===== config.mk =====
export PLATFORM = sky130hd
export DESIGN_NAME = bin2dec_seq
export DESIGN_NICKNAME = d
export VERILOG_FILES = /design/src/rtl/bin2dec_seq.sv
export SDC_FILE = /design/constraint.sdc
export NUM_CORES = 1
export LEC_CHECK = 0
export BUFFER_PORTS_ARGS = -buffer_cell sky130_fd_sc_hd__buf_2
export CAP_MARGIN = 10
export CORE_MARGIN = 2
export CORE_UTILIZATION = 44
export CTS_BUF_LIST = sky130_fd_sc_hd__clkbuf_16
export DETAILED_ROUTE_END_ITERATION = 6
export PLACE_DENSITY = 0.77
export SLEW_MARGIN = 0
export SYNTH_ARGS = -nofsm -noshare
export SYNTH_HDL_FRONTEND = slang
export SYNTH_SLANG_ARGS = --single-unit

===== constraint.sdc =====
create_clock -name clk -period 2.3 [get_ports clk]
set_clock_uncertainty 0.15 [all_clocks]
set_input_delay 0.23 -clock clk [delete_from_list [all_inputs] [get_ports clk]]
set_output_delay 0.23 -clock clk [all_outputs]
set_load 0.02 [all_outputs]

===== src/rtl/bin2dec_seq.sv =====
// bin2dec_seq: sequential binary-to-decimal display controller.
// A 32-bit unsigned value is converted by a 32-cycle shift-add-3
// (double-dabble) loop into ten BCD nibbles. The low six nibbles are
// registered as digit5..digit0 and drive six sevenseg decoders.
// The upper four nibbles only feed the overflow flag.
// Optional build macro: BIN2DEC_AUTO_EN. When it is defined, a new
// conversion also starts whenever in_num differs from the last accepted
// value.
//
// state | meaning
// ------+-----------------------------------------------------------
// IDLE  | waiting for start (or a changed in_num in auto mode), busy=0
// SHIFT | 32 add-3/shift iterations; results load on the last one

module sevenseg (
   input  logic [3:0] digit,
   output logic [6:0] seg
);

   // Active-low gfedcba decode; non-BCD codes blank the digit.
   always_comb begin
      seg = 7'b1111111;
      case (digit)
         4'd0: seg = 7'b1000000;
         4'd1: seg = 7'b1111001;
         4'd2: seg = 7'b0100100;
         4'd3: seg = 7'b0110000;
         4'd4: seg = 7'b0011001;
         4'd5: seg = 7'b0010010;
         4'd6: seg = 7'b0000010;
         4'd7: seg = 7'b1111000;
         4'd8: seg = 7'b0000000;
         4'd9: seg = 7'b0010000;
         default: seg = 7'b1111111;
      endcase
   end

endmodule

module bin2dec_seq (
   input  logic        clk,
   input  logic        rst,
   input  logic        start,
   input  logic [31:0] in_num,
   output logic        busy,
   output logic        done,
   output logic        overflow,
   output logic [3:0]  digit5,
   output logic [3:0]  digit4,
   output logic [3:0]  digit3,
   output logic [3:0]  digit2,
   output logic [3:0]  digit1,
   output logic [3:0]  digit0,
   output logic [6:0]  seg5,
   output logic [6:0]  seg4,
   output logic [6:0]  seg3,
   output logic [6:0]  seg2,
   output logic [6:0]  seg1,
   output logic [6:0]  seg0
);

   typedef enum logic {IDLE, SHIFT} state_t;

   state_t      state;
   state_t      nextState;
   logic [31:0] binReg;
   logic [39:0] bcdReg;
   logic [5:0]  count;
   logic        accept;
   logic        lastShift;
   logic        autoReq;
   logic [39:0] bcdAdj;
   logic [39:0] bcdNext;
   logic [31:0] binNext;

`ifdef BIN2DEC_AUTO_EN
   logic [31:0] lastNum;

   // Remember the last accepted operand so an unchanged input does not retrigger.
   always_ff @(posedge clk) begin
      if (rst) begin
         lastNum <= 32'd0;
      end else if (accept) begin
         lastNum <= in_num;
      end
   end

   assign autoReq = (in_num != lastNum);
`else
   assign autoReq = 1'b0;
`endif

   // State register.
   always_ff @(posedge clk) begin
      if (rst) begin
         state <= IDLE;
      end else begin
         state <= nextState;
      end
   end

   // Next-state logic; the 32nd shift (count==31) also returns to IDLE.
   always_comb begin
      nextState = state;
      accept    = 1'b0;
      lastShift = 1'b0;
      case (state)
         IDLE: begin
            if (start || autoReq) begin
               accept    = 1'b1;
               nextState = SHIFT;
            end
         end
         SHIFT: begin
            if (count == 6'd31) begin
               lastShift = 1'b1;
               nextState = IDLE;
            end
         end
         default: nextState = IDLE;
      endcase
   end

   assign busy = (state == SHIFT);

   // One double-dabble step: add 3 to every nibble >= 5, then shift {bcd,bin} left.
   always_comb begin
      bcdAdj = bcdReg;
      for (int i = 0; i < 10; i++) begin
         if (bcdReg[4*i +: 4] >= 4'd5) begin
            bcdAdj[4*i +: 4] = bcdReg[4*i +: 4] + 4'd3;
         end
      end
      bcdNext = {bcdAdj[38:0], binReg[31]};
      binNext = {binReg[30:0], 1'b0};
   end

   // Conversion datapath and result registers; results load on the final shift edge.
   always_ff @(posedge clk) begin
      if (rst) begin
         binReg   <= 32'd0;
         bcdReg   <= 40'd0;
         count    <= 6'd0;
         done     <= 1'b0;
         overflow <= 1'b0;
         digit5   <= 4'd0;
         digit4   <= 4'd0;
         digit3   <= 4'd0;
         digit2   <= 4'd0;
         digit1   <= 4'd0;
         digit0   <= 4'd0;
      end else begin
         done <= 1'b0;
         if (accept) begin
            binReg <= in_num;
            bcdReg <= 40'd0;
            count  <= 6'd0;
         end else if (state == SHIFT) begin
            binReg <= binNext;
            bcdReg <= bcdNext;
            count  <= count + 6'd1;
            if (lastShift) begin
               digit5   <= bcdNext[23:20];
               digit4   <= bcdNext[19:16];
               digit3   <= bcdNext[15:12];
               digit2   <= bcdNext[11:8];
               digit1   <= bcdNext[7:4];
               digit0   <= bcdNext[3:0];
               overflow <= |bcdNext[39:24];
               done     <= 1'b1;
            end
         end
      end
   end

   sevenseg seg5Inst (.digit(digit5), .seg(seg5));
   sevenseg seg4Inst (.digit(digit4), .seg(seg4));
   sevenseg seg3Inst (.digit(digit3), .seg(seg3));
   sevenseg seg2Inst (.digit(digit2), .seg(seg2));
   sevenseg seg1Inst (.digit(digit1), .seg(seg1));
   sevenseg seg0Inst (.digit(digit0), .seg(seg0));

endmodule

==> metrics <==
DR DRC count 0; drt wl/cell 14.7 um; Syn Area/Cell 8.81 um^2; top_reg_cell synth dfxtp_1; worst skew pair latency 0.43 ns; Synth cell types 54; leakage power 4.42 nW; final hold slack 0.0113 ns; GP Congestion 0.845; Post-synth EDFFs 0; register-to-register setup slack 0.02 ns; vias in the first global route 5,906; Syn Inst Count 846; sequential standard cell area 0.00297 mm^2; DIE AREA 0.0180 mm^2; Async SR Flop Fraction 0%; Worst VDD drop 0.000556 V; core region area 0.0166 mm^2; Placed Area 0.00871 mm^2; RSZ-0062 raised after global routing yes; Die W 134 um; via count 6,633; Finished Cell Area 0.00988 mm^2; num rows 47; Clock Tree Buf Depth 2; pins over their slew limit 0; minimum clock period 2.28 ns; register area share after synthesis 39.5%; Hold Fails Final Rpt 0; P per Cell Area 577 mW/mm^2; startpoint types register; CP Class register to register; post-layout util 59.6%; Peak Freq 0.438 GHz; pin count of the biggest net entering global routing 59; fin crit share 99.3%; DR pass1 iterations 7; R2R Path End seg1Inst.seg[3]; DP HPWL 11.7 mm; first-pass GRT wire length 27.7 mm; Crit Path Max Fanout 4; total gr overflow 0; Die Span Y 134 um; worst-margin pin slew 0.610 ns; CP Capture Type register; initial antenna violation count 0; clock root buffer clkbuf_16; R2R depth 11; Hold Path Cell Cnt 5; DR iter-0 viols 510; area delta synth->final 32.5%; input/output buffers 103; area of the multi-input gates 0.00449 mm^2; Fill cells 1,373; Warnings, synthesis 0; layout cells sized above 1 33.9%; overall routing resource usage 18.9%; final wirelength 18.5 mm; clock buffer count from CTS 17; non-filler instance count after layout 1,264; commonest non-fill, non-tap cell in the layout nor2_1; worst r2r src bcdReg[5]; syn nets 932; ANT cells 0; FF+latch count, synth 147; Worst EP arrival 2.50 ns; Final TNS setup 0 ns; status complete, no violations; Clock Sinks 147; number of setup violations in the final report 0; Slew HR 58.9%; min-delay src in_num[26]; final antenna-violating net count 0; worst path required time 2.52 ns; mapped cell area 0.00746 mm^2; H-Tree Level Count 4; commonest non-fill, non-tap cells in the layout nor2_1 (135), dfxtp_1 (133), buf_2 (103); Starting Density 45.0%; Ports 104; CTS tree built; Inst Count DP 1,209; vias per cell 5.25; Clk pin slew, worst setup/hold paths 0.06 ns; final net count 1,117; max_cap viols 0; Hold WC Path Type input pin to register; WHS Endpoint binReg[26]; launch point of the worst path bcdReg[5]
## how the worst max path moves through the flow
| stage | cells past startpoint | to |
|---|---|---|
| 3_5_place_dp | 9 | seg1Inst.seg[3] |
| 2_1_floorplan | 10 | seg1Inst.seg[3] |
| 4_1_cts | 10 | seg2Inst.seg[1] |
| 5_1_grt | 12 | seg4Inst.seg[4] |
| 3_3_place_gp | 11 | seg2Inst.seg[3] |
| 6_report | 11 | seg1Inst.seg[3] |
## power by group
| group | switching (mW) | internal (mW) |
|---|---|---|
| Combinational | 0.248 | 0.198 |
| Clock | 1.06 | 1.56 |
| Sequential | 0.0352 | 2.59 |
| Total | 1.35 | 4.35 |
## registers in the layout, indices dropped and copies added (netlist names)
| name | count |
|---|---|
| digit3 | 4 |
| digit0 | 4 |
| seg0Inst.seg | 7 |
| digit2 | 4 |
| overflow | 1 |
| bcdReg | 40 |
| digit1 | 4 |
| digit4 | 4 |
| seg1Inst.seg | 7 |
| busy | 1 |
| seg3Inst.seg | 7 |
| seg4Inst.seg | 7 |
| binReg | 32 |
| seg5Inst.seg | 7 |
| done | 1 |
| seg2Inst.seg | 7 |
| digit5 | 4 |
| count | 6 |
## cell usage after synthesis (all sizes together) (3+ instances only)
cell type | count | area [um^2]
mux2i | 60 | 601
xnor2 | 5 | 43.8
ha | 51 | 638
o31a | 7 | 61.3
a31o | 4 | 35.0
a311oi | 3 | 45.0
o21bai | 7 | 52.6
nand2 | 24 | 90.1
a211oi | 27 | 223
a22oi | 13 | 97.6
mux2 | 3 | 33.8
or2 | 4 | 25.0
nor3b | 20 | 150
dfxtp | 147 | 2940
and2 | 9 | 56.3
inv | 45 | 169
buf | 25 | 163
nand3b | 10 | 78.8
o211ai | 7 | 52.6
nor2b | 6 | 37.5
o21ai | 49 | 257
a21o | 11 | 82.6
a21oi | 89 | 487
o21a | 6 | 45.0
clkbuf | 17 | 63.8
xor2 | 3 | 26.3
nor2 | 139 | 524
a31oi | 3 | 18.8
nand3 | 8 | 52.6
nand2b | 12 | 75.1
nor3 | 11 | 55.1
o22a | 6 | 52.6
## per-stage QoR
stage	setup slack (ns)	total power, mW
global route	-0.113	5.91
CTS	-0.00333	5.71
detailed placement	-0.0459	3.09
global placement	-0.0115	3.07
floorplan	0.00140	2.96
finish	0.0165	5.70
## cells by family after synthesis
group	after synthesis	synth area share [%]
AND/OR/NAND/NOR	251	16.1
AO/OA/AOI/OAI	238	20.9
flip-flops	147	39.5
buffers and inverters	88	5.52
multiplexers	63	8.51
adder cells (fa/ha/maj)	51	8.56
XOR/XNOR	8	0.940
## worst max-delay path, cell delays in order, from the launching register on
cell	delay [ns]
dfxtp_2	0.35
inv_2	0.07
ha_1	0.22
nand2b_1	0.20
a211oi_2	0.26
nor2_1	0.12
a21o_4	0.26
inv_2	0.09
ha_1	0.15
nor2_1	0.05
o21ai_2	0.15
o31a_1	0.15
## final cells by class
class                   count  area share [%]
multi-input cells         612            45.4
flip-flops and latches    147            30.1
repair buffers            207            14.3
clock buffers              17            4.30
well taps                 220            2.79
inverters                  46            1.87
clock inverters            15            1.28
## repair_timing
action                                  CTS  global route
endpoints found under the hold margin     2             0
pin swaps                                 9            23
cloned                                    0             3
gates resized for setup                  18            97
hold buffers                              2             0
endpoints found under the setup margin   22            40
setup buffers                             2            16
## metal layers
layer	routed length (um)	vias to the layer above	track usage, %
met4	421	0	7.37
met2	8930	176	30.4
met1	8390	3092	24.4
met3	775	37	4.54
met5	0	-	0
li1	-	3328	-
(Power assumes the default switching activity.)
